--- config.mk ---
export PLATFORM = sky130hd
export DESIGN_NAME = ram_clr
export DESIGN_NICKNAME = d
export VERILOG_FILES = /design/src/rtl/ram_pkg.sv /design/src/rtl/ram_array.sv /design/src/rtl/ram_clr.sv
export SDC_FILE = /design/constraint.sdc
export NUM_CORES = 2
export LEC_CHECK = 0
export CORE_MARGIN = 8
export CORE_UTILIZATION = 59
export CTS_CLUSTER_SIZE = 10
export DETAILED_ROUTE_END_ITERATION = 8
export PLACE_DENSITY = 0.75
export SETUP_SLACK_MARGIN = 0.05
export SYNTH_ARGS = -nofsm -noshare
export SYNTH_HDL_FRONTEND = slang
export SYNTH_SLANG_ARGS = --single-unit
export TNS_END_PERCENT = 10
--- constraint.sdc ---
create_clock -name clk -period 6 [get_ports clk]
set_clock_uncertainty 0.05 [all_clocks]
set_input_delay 0.6 -clock clk [delete_from_list [all_inputs] [get_ports clk]]
set_output_delay 0.6 -clock clk [all_outputs]
set_load 0.02 [all_outputs]
--- src/rtl/ram_pkg.sv ---
// Shared types and defaults for the clearable RAM.
//   state_t : clear-engine FSM states
//   src_t   : which register currently drives data_out
package ram_pkg;

   localparam int unsigned DEF_DATA_W      = 8;
   localparam int unsigned DEF_ADDR_W      = 8;
   localparam int unsigned DEF_DEPTH       = 256;
   localparam bit          DEF_WRITE_FIRST = 1'b1;

   typedef enum logic {
      CLEAR = 1'b0,
      READY = 1'b1
   } state_t;

   typedef enum logic [1:0] {
      SRC_ZERO = 2'd0,
      SRC_ARR  = 2'd1,
      SRC_BYP  = 2'd2
   } src_t;

endpackage

--- src/rtl/ram_array.sv ---
// Storage only: one synchronous write port, one synchronous read port, no reset.
//   we/waddr/wdata : write port
//   re/raddr       : read port, rdata updates only on a read and otherwise holds
module ram_array #(
   parameter int unsigned DATA_W = 8,
   parameter int unsigned DEPTH  = 256,
   parameter int unsigned AW     = (DEPTH > 1) ? $clog2(DEPTH) : 1
) (
   input  logic              clk,
   input  logic              we,
   input  logic [AW-1:0]     waddr,
   input  logic [DATA_W-1:0] wdata,
   input  logic              re,
   input  logic [AW-1:0]     raddr,
   output logic [DATA_W-1:0] rdata
);

   logic [DATA_W-1:0] mem [DEPTH];

   // Read returns the pre-write contents when both ports hit one address.
   always_ff @(posedge clk) begin
      if (we) mem[waddr] <= wdata;
      if (re) rdata      <= mem[raddr];
   end

endmodule

--- src/rtl/ram_clr.sv ---
// Single-port RAM with a hardware zero-fill engine.
//   clk, rst      : clock, asynchronous active-high reset
//   clr           : restart the zero-fill
//   we, re, addr  : access request, data_in is write data
//   data_out      : last read data, held between reads
//   rd_valid, err : one-cycle pulses for an accepted read / a rejected access
//   busy          : clear in progress, accesses rejected
module ram_clr
   import ram_pkg::*;
#(
   parameter int unsigned DATA_W      = DEF_DATA_W,
   parameter int unsigned ADDR_W      = DEF_ADDR_W,
   parameter int unsigned DEPTH       = DEF_DEPTH,
   parameter bit          WRITE_FIRST = DEF_WRITE_FIRST
) (
   input  logic              clk,
   input  logic              rst,
   input  logic              clr,
   input  logic              we,
   input  logic              re,
   input  logic [ADDR_W-1:0] addr,
   input  logic [DATA_W-1:0] data_in,
   output logic [DATA_W-1:0] data_out,
   output logic              rd_valid,
   output logic              busy,
   output logic              err
);

   localparam int unsigned CNT_W = ADDR_W + 1;
   localparam int unsigned AW    = (DEPTH > 1) ? $clog2(DEPTH) : 1;

   state_t            state_q, state_d;
   src_t              src_q, src_d;
   logic [CNT_W-1:0]  cnt_q, cnt_d;
   logic [DATA_W-1:0] byp_q;
   logic              rd_valid_d, err_d;
   logic              mem_we, mem_re, in_range, acc;
   logic [AW-1:0]     mem_wa;
   logic [DATA_W-1:0] mem_wd, mem_rd;

   assign acc      = we | re;
   assign in_range = ({1'b0, addr} < CNT_W'(DEPTH));

   // Next-state, clear counter, write mux and strobes.
   always_comb begin
      state_d    = state_q;
      cnt_d      = cnt_q;
      src_d      = src_q;
      mem_we     = 1'b0;
      mem_re     = 1'b0;
      mem_wa     = AW'(addr);
      mem_wd     = data_in;
      rd_valid_d = 1'b0;
      err_d      = 1'b0;
      unique case (state_q)
         CLEAR: begin
            mem_we = 1'b1;
            mem_wa = AW'(cnt_q);
            mem_wd = '0;
            err_d  = acc;
            if (clr) begin
               cnt_d = '0;
            end else if (cnt_q == CNT_W'(DEPTH - 1)) begin
               cnt_d   = '0;
               state_d = READY;
            end else begin
               cnt_d = cnt_q + CNT_W'(1);
            end
         end
         READY: begin
            if (clr) begin
               state_d = CLEAR;
               cnt_d   = '0;
               err_d   = acc;
            end else if (acc && !in_range) begin
               err_d = 1'b1;
            end else begin
               mem_we = we;
               mem_re = re;
               if (re) begin
                  rd_valid_d = 1'b1;
                  src_d      = (WRITE_FIRST && we) ? SRC_BYP : SRC_ARR;
               end
            end
         end
         default: state_d = CLEAR;
      endcase
   end

   // State and strobe registers.
   always_ff @(posedge clk or posedge rst) begin
      if (rst) begin
         state_q  <= CLEAR;
         cnt_q    <= '0;
         src_q    <= SRC_ZERO;
         byp_q    <= '0;
         rd_valid <= 1'b0;
         err      <= 1'b0;
         busy     <= 1'b1;
      end else begin
         state_q  <= state_d;
         cnt_q    <= cnt_d;
         src_q    <= src_d;
         rd_valid <= rd_valid_d;
         err      <= err_d;
         busy     <= (state_d == CLEAR);
         if (src_d == SRC_BYP && rd_valid_d) byp_q <= data_in;
      end
   end

   // data_out is a select between held registers; array rdata only moves on accepted reads.
   always_comb begin
      unique case (src_q)
         SRC_ARR: data_out = mem_rd;
         SRC_BYP: data_out = byp_q;
         default: data_out = '0;
      endcase
   end

   ram_array #(
      .DATA_W (DATA_W),
      .DEPTH  (DEPTH),
      .AW     (AW)
   ) u_array (
      .clk   (clk),
      .we    (mem_we),
      .waddr (mem_wa),
      .wdata (mem_wd),
      .re    (mem_re),
      .raddr (AW'(addr)),
      .rdata (mem_rd)
   );

endmodule

; ---- Yosys cells after proc, flatten, opt, wreduce, memory -nomap -nowiden
; Memory sizes are Yosys's and may differ from the RTL's. A register that Yosys moved wholly into a read port is not among the register bits.
; Index checks and enable logic that the tools add are counted.
; W data, S select, Z words.
[op_classes]
addsub = 1
eq_ne = 5
muxes = 26
bitwise_logic = 3
reduce_logical = 1
[ops]
columns = op, count
row1 = $mux W9, 3
row2 = $pmux W9 S2, 1
row3 = $mux W8, 2
row4 = $pmux W8 S2, 1
row5 = $mux W1, 12
row6 = $add A9 B1 Y9 const B, 1
row7 = $eq A9 B8 Y1 const B, 1
row8 = $mux W2, 4
row9 = $pmux W1 S2, 3
row10 = $eq A2 B2 Y1 const B, 2
row11 = $eq A2 B1 Y1 const B, 1
row12 = $ne A2 B2 Y1 const B, 1
row13 = $not A1 Y1, 2
row14 = $logic_and A1 B1 Y1, 1
row15 = $or A1 B1 Y1, 1
[word_totals]
ff_bits = 23
mem_bits_rw = 2048
mem_count = 1
[mem_list]
columns = memory, words, word_bits, read_ports, rd_ports_with_merged_regs, wr, line
row1 = u_array.mem, 256, 8, 1, 1, 1, ram_array.sv:18  ; logic [DATA_W-1:0] mem [DEPTH];

; ---- Logic depth before layout (Yosys ltp)
[depth]
word_depth = 6
ltp_mapped = 10
ltp_nobuf = 7

; ---- Hierarchy
; From an unflattened synthesis, not the netlist that was laid out.
[unflattened]
hier_cells = 3853
area_unflattened_um2 = 80876.3
[by_module_without_submodules]
columns = mod, n_inst, cells_per_inst, area_each_um2, seq_area_each_um2
row1 = ram_array, 1, 3733, 79636.4, 61739.2
row2 = ram_clr, 1, 120, 1239.9, 576.8

; ---- Worst setup path after synthesis
; Ideal clock, no wire load.
[synth_timing]
path_type = reg-to-reg
start = reg state_q
end = mem u_array.mem[0][6], data pin
t_arrival_ns = 4.347
t_required_ns = 5.081
slack_ns = 0.734
path_stages_with_launch = 5
path_cell_list = dfrtp_1 -> clkbuf_1 -> buf_2 -> clkbuf_1 -> and2_1
[synth_between]
elab_chain_cells = 1
[synth_lines]
columns = item, line
row1 = "start, declared", ram_clr.sv:32  ; state_t state_q, state_d;
row2 = "start signal, assigned", ram_clr.sv:101  ; state_q <= state_d;
row3 = $mux W8, ram_clr.sv:55  ; unique case (state_q)
row4 = via mem_wd[6], ram_clr.sv:39  ; logic [DATA_W-1:0] mem_wd, mem_rd;
row5 = "end, declared", ram_array.sv:18
; The timed path passes the listed nets, and every way through them passes these cells.

; ---- Final worst setup path
[layout_timing]
start = reg state_q
end = mem u_array.mem[50][0], enable pin
[layout_between]
elab_chain_cells = 4
word_cells_on_any_way = 5
cone_classes = mux (4) / bitwise (1)
[layout_lines]
columns = item, line
row1 = $not A1 Y1, n/a
row2 = $pmux W1 S2, ram_clr.sv:55
row3 = $mux W1, ram_array.sv:22  ; if (we) mem[waddr] <= wdata;
row4 = $mux W1 (implied by the code), ram_array.sv:22
; Several ways; a longest one is shown, not always the timed one.

==> results.toml <==
[power]
netSwitchingFraction_pct = 20.4
power.density_nw_per_um2 = 323
total_leakage_power_nw = 25.4
share_clk_of_total_power_pct = 41.9
pwr-share-comb_pct = 3.3
irDropWorstVdd_mv = 0.260
seqPwrFrac_pct = 54.8
p_int_mw = 22.9
power.switching_mw = 5.87

[global_route]
globalRoute.totalOverflow = 0
grt_first_pass_wirelength_um = 282000
antenna_found_initial = 5
first_global_vias = 40700
global_route.usage.total_pct = 26.0
grt_max_degree = 205

[critical_path]
regToRegEndpoint = "u_array.mem[50][0]$_DFFE_PP_"
regToRegStartpoint = "state_q$_DFF_PP0_"
ff2ff_path_depth = 6
worst_setup_path_end_kind = "flip-flop"
cp.arrival_ns = 4.52
critPathMaxFanout = 31
criticalPathCategory = "flip-flop to flip-flop"
worst_setup_path_start_kind = "flip-flop"
r2r_setup_slack_ns = 1.87
crit_required_ns = 6.39

[min_path]
min_path_type = "primary input to asynchronous set/reset pin"

[sta]
timing.slew.headroom_pct = 9.09
fin_crit_sh_pct = 68.8
max_slew.worst_pin.slew_ns = 1.35
timing.final.max_slew_violations = 0
grt_setup_unrepaired = "no"
timing_hold_violations_final = 0
clock.fmax_mhz = 242
finalCriticalPeriod_ns = 4.13
final-setup-viol-count = 0
fin_setup_tns_ns = 0

[clocking]
cts_repair_resize_count = 0
tritoncts = "yes"
cts.path.max_buffers = 3
post-cts-setup-buffers = 0
clockRootBuffer = "sky130_fd_sc_hd__clkbuf_16"
worstSkewPairLatency_ns = 0.85
clkTransAtPathRegs_ns = 0.06
ctsHtreeMaxLevel = 4
cts_num_sinks = 2079
cts_hold_repair.buffers = 0
clock_buffers_created_by_tritoncts = 226

[routing]
number_of_violations_reported_at_the_end_of_detailed_routing_iteration_0 = 5702
drt_wl_total_um = 194000
routed-via-count = 41000
detail-route-antenna-nets = 0
drt_pre_antenna_iters = 6
routedWlPerCell_um = 32.9
drcViolationCount = 0
routed_via_density = 6.94

[layout]
final_nets = 4054
area_growth_pct = 10.0
post-route-util_pct = 65.1
layout-drive-gt1-share_pct = 19.4
fillerInstances = 8631

[logic_synthesis]
yosysSeqAreaShare_pct = 77.0
netlist_top_cells_count = "sky130_fd_sc_hd__edfxtp_1 (2,056), sky130_fd_sc_hd__mux4_2 (430), sky130_fd_sc_hd__nor2_1 (308)"
synth_top_cell_by_area = "sky130_fd_sc_hd__edfxtp_1"
netlist_area_sq_um = 80900
compound_gate_fraction_of_synth_area_pct = 4.16
synth_xor_xnor_area_share_pct = 0.0216
yosys.cell_types.count = 59
postSynth.topFlopCell = "sky130_fd_sc_hd__edfxtp_1"
synth.top_cell.area_share_pct = 76.3
ys_warn_count = 0
synthArstFlopShare_pct = 1.11
synth_fp_nets = 3965
syn_area_per_cell_sq_um = 20.5
synth-edff-count = 2056
adder_cell_area_share_of_the_yosys_netlist_pct = 0.0464
yosys_register_bits = 2079
dominant_combinational_cell_family_by_area_after_synthesis = "multiplexers"
synthesis.instances = 3941
yosys.cell_count.top_type = "sky130_fd_sc_hd__edfxtp_1"
yosys.area_share.simple_pct = 2.92
proportion_of_synthesized_area_in_mux_cells_pct = 13.9
synthTopCellsByArea = "sky130_fd_sc_hd__edfxtp_1 (76%), sky130_fd_sc_hd__mux4_2 (12%), sky130_fd_sc_hd__mux2i_1 (1.8%)"

[floorplan]
die_height_um = 386
floorplan.rows = 136
floorplan.initialDensity_pct = 59.1
io-pin-count = 32
fp.dieW_um = 386
core_sq_um = 137000
fp.dieArea_sq_um = 149000

[placed_design]
port-buffer-count = 31
place.detailed.hpwl_um = 114000
replace_congestion = 0.873

[run_status]
outcome = "completed"

[run]
drv.max_cap_violation_count = 0
stage by stage:
| stage | cells | hold slack (ns) | worst slack [ns] | total power, mW | area [sq um] |
|---|---|---|---|---|---|
| after floorplan | 3941 | 0.430 | 0.734 | 16.7 | 80900 |
| final | 5904 | 0.311 | 1.87 | 28.7 | 89000 |
| after CTS | 5901 | 0.268 | 1.96 | 28.8 | 89000 |
| after global placement | 5596 | 0.438 | 1.17 | 17.0 | 82800 |
| after global routing | 5901 | 0.330 | 1.76 | 29.4 | 89000 |
| after detailed placement | 5596 | 0.447 | 1.29 | 17.0 | 82800 |
critical path: stages, from the launching register on:
cell and delay (ns):
sky130_fd_sc_hd__dfrtp_1 0.33, sky130_fd_sc_hd__buf_4 0.37, sky130_fd_sc_hd__inv_1 0.34, sky130_fd_sc_hd__o21ai_1 0.67, sky130_fd_sc_hd__nand3_1 0.73, sky130_fd_sc_hd__buf_4 0.47, sky130_fd_sc_hd__nor2_1 0.73
worst max path at each step:
| stage | start | endpoint | cells after the start |
|---|---|---|---|
| floorplan | state_q$_DFF_PP0_ | u_array.mem[0][6]$_DFFE_PP_ | 4 |
| global placement | addr[0] | u_array.rdata[2]$_DFFE_PP_ | 8 |
| detailed placement | addr[0] | u_array.rdata[2]$_DFFE_PP_ | 8 |
| CTS | state_q$_DFF_PP0_ | u_array.mem[23][5]$_DFFE_PP_ | 5 |
| global route | state_q$_DFF_PP0_ | u_array.mem[12][4]$_DFFE_PP_ | 6 |
| finish | state_q$_DFF_PP0_ | u_array.mem[50][0]$_DFFE_PP_ | 6 |
sequential cells by signal, summed over array words and instances, names as in the netlist, 2 cells and up:
name	cells
u_array.rdata	8
src_q	2
byp_q	8
u_array.mem	2048
cnt_q	9
power by group through the flow:
stage / Clock (mW) / Combinational [mW] / Sequential [mW]
after floorplan: 0 / 0.604 / 16.1
after global placement: 0 / 0.910 / 16.1
after detailed placement: 0 / 0.914 / 16.1
after CTS: 12.1 / 0.919 / 15.8
after global routing: 12.7 / 0.965 / 15.8
final: 12.1 / 0.935 / 15.8
layout by cell type (no fill, tap or decap), types with 20 or more instances in the layout:
cell type,count
sky130_fd_sc_hd__edfxtp_1,2056
sky130_fd_sc_hd__o221ai_1,38
sky130_fd_sc_hd__buf_4,60
sky130_fd_sc_hd__dfrtp_1,22
sky130_fd_sc_hd__mux2i_1,145
sky130_fd_sc_hd__nor2_1,306
sky130_fd_sc_hd__nor3_1,22
sky130_fd_sc_hd__nand2_1,62
sky130_fd_sc_hd__o22ai_1,23
sky130_fd_sc_hd__a21oi_1,112
sky130_fd_sc_hd__clkdlybuf4s50_1,26
sky130_fd_sc_hd__nand3_1,27
sky130_fd_sc_hd__a22oi_1,158
sky130_fd_sc_hd__o21ai_0,39
sky130_fd_sc_hd__mux4_2,430
sky130_fd_sc_hd__nor4_1,20
sky130_fd_sc_hd__clkbuf_16,228
sky130_fd_sc_hd__clkbuf_1,62
final cells by class:
| type | instances | area [sq um] | share of cell area, % |
|---|---|---|---|
| Antenna cell | 3 | 7.51 | 0.00843 |
| Sequential cell | 2079 | 62300 | 70.0 |
| Tap cell | 1794 | 2240 | 2.52 |
| Timing Repair Buffer | 109 | 1120 | 1.25 |
| Clock buffer | 290 | 5940 | 6.67 |
| Multi-Input combinational cell | 1606 | 17100 | 19.2 |
| Inverter | 8 | 30.0 | 0.0337 |
| Clock inverter | 15 | 245 | 0.276 |
metal layers:
layer	wire, um	GRT usage (%)
met1	74200	37.0
met2	90400	39.4
met3	22500	6.99
met4	6910	9.05
met5	13	0
cells by family (layout without fill, tap and decap cells):
group,Yosys count,count (layout)
other,0,3
XOR/XNOR,2,2
AO/OA/AOI/OAI,486,486
flip-flops,2079,2079
adder cells (fa/ha/maj),3,3
multiplexers,585,585
buffers and inverters,256,422
AND/OR/NAND/NOR,530,530
(Power assumes the default switching activity.)
